[src/rtl/synth_pkg.sv]
// Shared state encoding and sizing helpers for the polyphonic voice allocator.
package synth_pkg;

   typedef enum logic [1:0] {
      IDLE   = 2'd0,
      SCAN   = 2'd1,
      COMMIT = 2'd2,
      RETRIG = 2'd3
   } alloc_state_t;

   localparam int NUM_VOICES_DFLT = 8;
   localparam int VIDX_W          = $clog2(NUM_VOICES_DFLT);

   function automatic int idx_width(input int n);
      return (n > 1) ? $clog2(n) : 1;
   endfunction

endpackage

[src/rtl/voice_select.sv]
// Combinational voice chooser: same-note match first, then the oldest released
// voice, then the oldest held voice (steal).
module voice_select
   import synth_pkg::*;
#(
   parameter int NUM_VOICES = 8,
   parameter int NOTE_W     = 7,
   parameter int AGE_W      = 8,
   localparam int VW        = idx_width(NUM_VOICES)
) (
   input  logic [NUM_VOICES-1:0] key_on_i,
   input  logic [NOTE_W-1:0]     note_tags_i [NUM_VOICES],
   input  logic [AGE_W-1:0]      ages_i [NUM_VOICES],
   input  logic [NOTE_W-1:0]     note_i,
   input  logic                  evt_on_i,
   output logic [VW-1:0]         sel_o,
   output logic                  need_retrig_o,
   output logic                  nop_o
);

   logic              match_found_s, free_found_s;
   logic [VW-1:0]     match_idx_s, free_idx_s, held_idx_s;
   logic [AGE_W-1:0]  free_age_s, held_age_s;

   // Scan all voices; strict '>' keeps ties on the lowest index.
   always_comb begin
      match_found_s = 1'b0;
      free_found_s  = 1'b0;
      match_idx_s   = '0;
      free_idx_s    = '0;
      held_idx_s    = '0;
      free_age_s    = '0;
      held_age_s    = '0;
      for (int i = 0; i < NUM_VOICES; i++) begin
         if (key_on_i[i]) begin
            if (!match_found_s && (note_tags_i[i] == note_i)) begin
               match_found_s = 1'b1;
               match_idx_s   = VW'(i);
            end else begin
               match_found_s = match_found_s;
            end
            if (ages_i[i] > held_age_s) begin
               held_age_s = ages_i[i];
               held_idx_s = VW'(i);
            end else begin
               held_age_s = held_age_s;
            end
         end else begin
            if (!free_found_s || (ages_i[i] > free_age_s)) begin
               free_found_s = 1'b1;
               free_age_s   = ages_i[i];
               free_idx_s   = VW'(i);
            end else begin
               free_found_s = free_found_s;
            end
         end
      end
   end

   // Resolve the priority order for note-on versus note-off.
   always_comb begin
      if (!evt_on_i || match_found_s) begin
         sel_o = match_idx_s;
      end else if (free_found_s) begin
         sel_o = free_idx_s;
      end else begin
         sel_o = held_idx_s;
      end
      nop_o         = !evt_on_i && !match_found_s;
      need_retrig_o = key_on_i[sel_o];
   end

endmodule

[src/rtl/voice_allocator.sv]
// Voice allocator top: event handshake, IDLE/SCAN/COMMIT/RETRIG sequencing,
// per-voice note tags and ages, and registered NCO/ADSR control outputs.
module voice_allocator
   import synth_pkg::*;
#(
   parameter int NUM_VOICES = 8,
   parameter int NOTE_W     = 7,
   parameter int FREQ_W     = 24,
   parameter int AGE_W      = 8
) (
   input  logic                  Clk,
   input  logic                  Reset,
   input  logic                  evt_valid,
   output logic                  evt_ready,
   input  logic                  evt_on,
   input  logic [NOTE_W-1:0]     evt_note,
   input  logic [FREQ_W-1:0]     evt_freq,
   input  logic                  panic,
   output logic [FREQ_W-1:0]     voice_F,
   output logic [NUM_VOICES-1:0] voice_loadF,
   output logic [NUM_VOICES-1:0] voice_key_on,
   output logic                  busy
);

   localparam int VW = idx_width(NUM_VOICES);
   localparam logic [AGE_W-1:0] AGE_MAX = {AGE_W{1'b1}};

   alloc_state_t              state_q, state_d;
   logic                      on_q, on_d;
   logic [NOTE_W-1:0]         note_q, note_d;
   logic [FREQ_W-1:0]         freq_q, freq_d;
   logic [VW-1:0]             sel_q, sel_d;
   logic                      retrig_q, retrig_d;
   logic [FREQ_W-1:0]         f_q, f_d;
   logic [NUM_VOICES-1:0]     loadf_q, loadf_d;
   logic [NUM_VOICES-1:0]     key_on_q, key_on_d;
   logic [NOTE_W-1:0]         tag_q [NUM_VOICES];
   logic [NOTE_W-1:0]         tag_d [NUM_VOICES];
   logic [AGE_W-1:0]          age_q [NUM_VOICES];
   logic [AGE_W-1:0]          age_d [NUM_VOICES];

   logic [VW-1:0]             sel_s;
   logic                      retrig_s;
   logic                      nop_s;

   function automatic logic [AGE_W-1:0] sat_inc(input logic [AGE_W-1:0] a);
      return (a == AGE_MAX) ? a : a + {{(AGE_W-1){1'b0}}, 1'b1};
   endfunction

   voice_select #(
      .NUM_VOICES (NUM_VOICES),
      .NOTE_W     (NOTE_W),
      .AGE_W      (AGE_W)
   ) u_select (
      .key_on_i      (key_on_q),
      .note_tags_i   (tag_q),
      .ages_i        (age_q),
      .note_i        (note_q),
      .evt_on_i      (on_q),
      .sel_o         (sel_s),
      .need_retrig_o (retrig_s),
      .nop_o         (nop_s)
   );

   assign evt_ready    = (state_q == IDLE) && !panic;
   assign busy         = (state_q != IDLE);
   assign voice_F      = f_q;
   assign voice_loadF  = loadf_q;
   assign voice_key_on = key_on_q;

   // Next-state logic; commit effects are registered on the SCAN exit edge so
   // they are visible on the outputs for exactly the COMMIT cycle.
   always_comb begin
      state_d  = state_q;
      on_d     = on_q;
      note_d   = note_q;
      freq_d   = freq_q;
      sel_d    = sel_q;
      retrig_d = retrig_q;
      f_d      = f_q;
      loadf_d  = '0;
      key_on_d = key_on_q;
      tag_d    = tag_q;
      age_d    = age_q;
      if (panic) begin
         state_d  = IDLE;
         key_on_d = '0;
      end else begin
         case (state_q)
            IDLE: begin
               if (evt_valid) begin
                  on_d    = evt_on;
                  note_d  = evt_note;
                  freq_d  = evt_freq;
                  state_d = SCAN;
               end else begin
                  state_d = IDLE;
               end
            end
            SCAN: begin
               sel_d    = sel_s;
               retrig_d = retrig_s;
               state_d  = COMMIT;
               if (on_q) begin
                  f_d             = freq_q;
                  loadf_d[sel_s]  = 1'b1;
                  tag_d[sel_s]    = note_q;
                  key_on_d[sel_s] = !retrig_s;
                  for (int i = 0; i < NUM_VOICES; i++) begin
                     age_d[i] = (VW'(i) == sel_s) ? '0 : sat_inc(age_q[i]);
                  end
               end else if (!nop_s) begin
                  key_on_d[sel_s] = 1'b0;
               end else begin
                  key_on_d = key_on_q;
               end
            end
            COMMIT: begin
               if (on_q && retrig_q) begin
                  key_on_d[sel_q] = 1'b1;
                  state_d         = RETRIG;
               end else begin
                  state_d = IDLE;
               end
            end
            RETRIG: begin
               state_d = IDLE;
            end
            default: begin
               state_d = IDLE;
            end
         endcase
      end
   end

   // State, capture and output registers.
   always_ff @(posedge Clk or negedge Reset) begin
      if (!Reset) begin
         state_q  <= IDLE;
         on_q     <= 1'b0;
         note_q   <= '0;
         freq_q   <= '0;
         sel_q    <= '0;
         retrig_q <= 1'b0;
         f_q      <= '0;
         loadf_q  <= '0;
         key_on_q <= '0;
         for (int i = 0; i < NUM_VOICES; i++) begin
            tag_q[i] <= '0;
            age_q[i] <= '0;
         end
      end else begin
         state_q  <= state_d;
         on_q     <= on_d;
         note_q   <= note_d;
         freq_q   <= freq_d;
         sel_q    <= sel_d;
         retrig_q <= retrig_d;
         f_q      <= f_d;
         loadf_q  <= loadf_d;
         key_on_q <= key_on_d;
         tag_q    <= tag_d;
         age_q    <= age_d;
      end
   end

endmodule
[config.mk]
export PLATFORM = sky130hd
export DESIGN_NAME = voice_allocator
export DESIGN_NICKNAME = d
export VERILOG_FILES = /design/src/rtl/synth_pkg.sv /design/src/rtl/voice_select.sv /design/src/rtl/voice_allocator.sv
export SDC_FILE = /design/constraint.sdc
export NUM_CORES = 1
export LEC_CHECK = 0
export CELL_PAD_IN_SITES_DETAIL_PLACEMENT = 0
export CELL_PAD_IN_SITES_GLOBAL_PLACEMENT = 1
export CORE_UTILIZATION = 45
export CTS_BUF_LIST = sky130_fd_sc_hd__clkbuf_8
export DETAILED_ROUTE_END_ITERATION = 16
export PLACE_DENSITY_LB_ADDON = 0.1
export SYNTH_ARGS = -nofsm -noshare
export SYNTH_HDL_FRONTEND = slang
export SYNTH_SLANG_ARGS = --single-unit
[constraint.sdc]
create_clock -name Clk -period 12.8 [get_ports Clk]
set_input_delay 1.92 -clock Clk [delete_from_list [all_inputs] [get_ports Clk]]
set_output_delay 1.92 -clock Clk [all_outputs]
set_load 0.05 [all_outputs]
## Word-level counts from Yosys, hierarchy flattened

Index checks and enable logic that the tools add are counted.

| cells by class | value |
|---|---|
| add/subtract/negate cells | 8 |
| $lt $le $gt $ge | 21 |
| equal/unequal tests | 36 |
| multiplexer cells | 140 |
| bitwise gates (word level) | 5 |
| reductions and logical operators | 54 |

Operator list:

| kind | count |
|---|---|
| 2-to-1 mux 8 bit | 50 |
| 2-to-1 mux 3 bit | 41 |
| greater-than comparator 8 bit | 14 |
| adder 8 x 1 -> 8 bit, second input constant | 8 |
| == test 8 bit, second input constant | 8 |
| bitwise mux 56 bit | 1 |
| == test 7 bit | 8 |
| 2-to-1 mux 1 bit | 38 |
| AND reduction 4 bit | 8 |
| demux 7 bit (select 3 bit) | 1 |
| logical NOT 1 bit | 17 |
| inequality test 2 bit, second input constant | 8 |
| case mux 8 bit (2 select lines) | 1 |
| logical AND 1 bit | 13 |
| == test 3 bit, first input constant | 4 |
| AND reduction 3 bit | 3 |
| bitwise AND 8 bit | 1 |
| bitwise mux 8 bit | 1 |
| greater-than comparator 8 x 1 -> 1 bit, second input constant | 1 |
| logical OR 1 bit | 8 |
| < comparator 3 x 4 -> 1 bit, second input constant | 2 |
| NOT 8 bit | 1 |
| bitwise OR 8 bit | 1 |
| case mux 2 bit (4 select lines) | 1 |
| other kinds (20) | 25 |

| word-level totals | value |
|---|---|
| register bits | 198 |
| input port bits | 36 |
| output and inout port bits | 42 |
| word-level logic and storage cells | 289 |

## Longest topological paths before layout

| depth | value |
|---|---|
| depth in word-level cells | 43 |
| depth in mapped cells | 63 |
| depth with buffers taken out | 56 |

## By module

From an unflattened synthesis, not the netlist that was laid out.

| unflattened totals | value |
|---|---|
| cell total of the unflattened synthesis | 1453 |
| area total of the unflattened synthesis | 13780.7 um^2 |

Modules (own cells, without submodules):

| module | instances | cells each | area an instance (um^2) | sequential area each (um^2) |
|---|---|---|---|---|
| voice_allocator | 1 | 799 | 8862.2 | 4954.8 |
| voice_select | 1 | 654 | 4918.5 | 0.0 |

## Least setup slack after synthesis

No wires, ideal clock.

| path | value |
|---|---|
| kind | flip-flop to flip-flop |
| from | register key_on_q[0], in the netlist voice_key_on[0] |
| to | register tag_q[47] (netlist bit) |
| setup time | 0.127 ns |
| arrival time | 13.201 ns |
| slack | -0.529 ns |
| stages on the path, launching flop included | 62 |
| path buffers | 8 |
| period minus slack after synthesis | 13.329 ns |
| cells stage by stage | dfrtp_1 clkbuf_1 clkbuf_1 nand2b_1 ha_1 nor2b_1 o211ai_1 a21oi_1 o22a_1 a21oi_1 a22o_1 inv_1 ha_1 nor2b_1 o211ai_1 a2111oi_1 a211o_1 buf_2 [26 not listed] a211oi_1 o22ai_1 nor2_1 nor2_1 clkbuf_1 a221oi_1 ha_1 nor2b_1 o211ai_1 a21oi_1 o21ai_0 nand4_1 a32oi_4 buf_6 nand3_2 nor2_4 buf_4 mux2_1 |

| on the way | value |
|---|---|
| word-level cells in the longest chain between the ends | 37 |

Ends and longest elaborated chain:

| item | RTL line | source |
|---|---|---|
| start: declaration | voice_allocator.sv:36 | `logic [NUM_VOICES-1:0] key_on_q, key_on_d;` |
| start signal: assignment | voice_allocator.sv:161 | `key_on_q <= key_on_d;` |
| 2-to-1 mux 8 bit / 2-to-1 mux 1 bit (equally long branches) | voice_select.sv:35 | `if (key_on_i[i]) begin` |
| greater-than comparator 8 bit / logical NOT 1 bit (equally long branches) | voice_select.sv:49, voice_select.sv:36 |  |
| logical OR 1 bit / logical AND 1 bit (equally long branches) | voice_select.sv:49, voice_select.sv:36 |  |
| 2-to-1 mux 8 bit, or another cell as far along | voice_select.sv:49 | `if (!free_found_s \|\| (ages_i[i] > free_age_s)) begin` |
| 2-to-1 mux 8 bit / 2-to-1 mux 1 bit (equally long branches) | voice_select.sv:35 |  |
| greater-than comparator 8 bit, or another cell as far along | voice_select.sv:49 |  |
| logical OR 1 bit / logical AND 1 bit (equally long branches) | voice_select.sv:49, voice_select.sv:36 |  |
| 2-to-1 mux 8 bit, or another cell as far along | voice_select.sv:49 |  |
| [21 not listed] | - |  |
| 2-to-1 mux 3 bit / logical OR 1 bit (equally long branches) | voice_select.sv:64, voice_select.sv:62 |  |
| 2-to-1 mux 3 bit (*) | voice_select.sv:62 | `if (!evt_on_i \|\| match_found_s) begin` |
| NOT 3 -> 4 bit (not written as such) (*) | voice_allocator.sv:107 | `tag_d[sel_s] = note_q;` |
| greater-or-equal comparator 4 bit (not written as such) / < comparator 4 x 1 -> 1 bit (equally long branches) | voice_allocator.sv:107 |  |
| logical AND 1 bit (not written as such) | voice_allocator.sv:107 |  |
| 2-to-1 mux 7 bit (not written as such) | voice_allocator.sv:107 |  |
| demux 7 bit (select 3 bit) (*) | voice_allocator.sv:107 |  |
| bitwise mux 56 bit (*) | voice_allocator.sv:107 |  |
| end signal: assignment | voice_allocator.sv:162 | `tag_q <= tag_d;` |
| end: declaration | voice_allocator.sv:37 | `logic [NOTE_W-1:0] tag_q [NUM_VOICES];` |

Mark *: on every way between the ends. The rest lies on a longest branch, timed or not.
A chain may end at the register's enable or synchronous reset.

## Worst setup path in the final report

| path | value |
|---|---|
| from | register key_on_q[0], in the netlist voice_key_on[0] |
| to | register tag_q[20] (netlist bit) |

Same word-level chain as after synthesis.

==> flow_summary.ini <==
[synth]
muxShareOfSynthArea_pct = 13.3
synth_compound_area_share_pct = 11.7
avgSynthCellArea_sq_um = 9.81
syn_area_sq_mm = 0.0137
synth_warnings = 0
yosysSeqAreaShare_pct = 36.2
synth_xor_area_share_pct = 6.53
ys_ff_latch = 198
synth_cells = 1395
synth_simple_gate_area_share_pct = 16.3
synth_top_family_by_area = simple AND/OR/NAND/NOR gates
syn_nets = 1552
async_flop_share_pct = 100
ys_types = 89
synth-edff-count = 0
yosys.area_share.adder_pct = 11.1
synthFlopType = dfrtp_1

[die]
io_pins = 78
coreArea_sq_mm = 0.0298
die_w_um = 176
initial_core_util_pct = 45.9
die_y_um = 176
dieArea_sq_mm = 0.0311
rows = 63

[cts]
cts-buffers-inserted = 17
clkTransAtPathRegs_ns = 0.12
cts-root-buf = clkbuf_8
cts.path.max_buffers = 2
clk_latency_ns = 0.51
cts.sinks = 198
cts_tree = built
htree_levels = 4

[placed_design]
place_area_sq_mm = 0.0149
dp_hpwl_mm = 26.4
port-buffer-count = 77
place.gp.congestion = 0.882
pre_cts_slack_ns = -0.429

[worst_setup_path]
critPathLaunchType = flop
cp-end-kind = flop
critPathArrivalTime_ns = 12.53
critPathMaxStageDelay_ns = 0.50
rr_startpoint = voice_key_on[0]
r2r_slack_ns = 0.66
worstSetupStartpoint = voice_key_on[0]
r2r_cells = 57
worstPathMaxFanout = 15
critical_path_class = flop to flop
crit_path_frequent_cell = ha_1
cp.required_ns = 13.19
cp_slowest_cell = o32ai_4

[grt]
grt_pass1_vias = 10427
grt_antenna_before_repair = 0
grt_pass1_wl_mm = 57.9
grt_max_degree = 76
track_usage_pct = 24.0
grt-ovfl-total = 0

[timing]
setup_slack_ns = 0.658
finalSetupViolations = 0
slew_headroom_pct = 31.4
skew_ns = 0.0253
hold_viol_final = 0
min_period_ns = 12.14
fmax_mhz = 82.4
fin_setup_tns_ns = 0
final.period_utilization_pct = 94.9
tightest_slew_ns = 1.03
final_max_slew_viol_count = 0

[cells_and_area]
multi_input_area_sq_mm = 0.00836
design_area_sq_mm = 0.0160
final_common_cell = dfrtp_1
area_growth_syn_to_layout_pct = 16.9
layout_common_cells = dfrtp_1, nand2_1, mux2_2
fillCellCount = 2728
final_nets = 1675
drive_above_1_share_pct = 21.0
diodes = 0
ff_latch_area_sq_mm = 0.00496
final_util_pct = 53.7

[power]
p_leak_nw = 7.15
finalPower_mw = 4.06
p_per_area_mw_per_mm2 = 254
vdd_drop_max_mv = 0.140

[route]
drc = 0
wl_per_cell_um = 19.2
drt-vias-per-instance = 5.66
dr.pass1.iters = 5
drt_iter0_markers = 527
final_antenna_net_count = 0
vias = 10863
wl_mm = 36.8

[worst_hold_path]
min_from = freq_q[19]
worstHoldPathType = flop to flop
holdPathStages = 2

[job]
cap_violations = 0

[status]
status = complete, no violations
area by class of cell:
| class | count | share of cell area [%] |
|---|---|---|
| tap | 390 | 3.05 |
| timing repair buffer | 162 | 9.28 |
| clock inverter | 14 | 0.899 |
| multi-input combinational | 1052 | 52.3 |
| inverter | 87 | 2.06 |
| clock buffer | 17 | 1.46 |
| sequential | 198 | 31.0 |
per-layer routing:
layer	wire [um]	up-vias	GRT usage, %
li1	-	5243	-
met1	17300	5367	33.0
met2	17400	221	38.8
met3	1610	32	3.96
met4	501	0	6.68
met5	0	-	0
worst max-delay path, delay by kind of cell, from the launching register on:
family	cells	cell delay, ns
muxes	5	1.67
DFF	1	0.47
and+or+nand+nor	10	1.25
buffers and inverters	13	1.97
adders and majority gates	7	1.84
AOI/OAI and AO/OA	22	4.85
logic make-up after synthesis:
family,count (synthesis)
and+or+nand+nor,440
muxes,165
xor gates and xnor gates,102
AOI/OAI and AO/OA,221
buffers and inverters,148
DFF,198
adders and majority gates,121
where the power goes:
group	switching [mW]	internal, mW
Clock	0.262	0.144
Combinational	1.41	1.20
Sequential	0.241	0.798
Total	1.92	2.14
final timing paths:
path                                to
min                        voice_F[19]
min reg2reg                voice_F[19]
max in group asynchronous     age_q[6]
max reg2reg                  tag_q[20]
max                          tag_q[20]
min in group asynchronous    age_q[40]
synth_stat cells, types with 26 or more instances:
cell | instances | area share [%]
inv_1 | 87 | 2.4
mux2i_1 | 33 | 2.4
a21oi_1 | 72 | 2.6
clkbuf_1 | 27 | 0.74
xor2_1 | 27 | 1.7
nand2_1 | 139 | 3.8
nand3_1 | 26 | 0.95
nand4_1 | 60 | 2.7
nor2_1 | 111 | 3.0
ha_1 | 121 | 11
mux2_2 | 131 | 11
xnor2_1 | 75 | 4.8
dfrtp_1 | 198 | 36
stage by stage:
stage | cells | hold WS (ns)
2_1_floorplan | 1395 | 0.435
3_3_place_gp | 1840 | 0.443
3_5_place_dp | 1840 | 0.449
4_1_cts | 1873 | 0.469
5_1_grt | 1920 | 0.504
6_report | 1920 | 0.463
sequential cells by signal, indices dropped and copies added (netlist names):
signal	count
freq_q	24
tag_q	56
age_q	64
retrig_q	1
sel_q	3
note_q	7
voice_loadF	8
voice_F	24
voice_key_on	8
on_q	1
state_q	2
timing repair:
item / 4_1_cts / 5_1_grt
gates cloned: 1 / 3
hold buffers: 0 / 0
buffers inserted: 1 / 44
gates resized for setup: 6 / 59
endpoints found under the setup margin: 105 / 138
pin swaps: 0 / 22
Power figures use the tool's default switching activity.
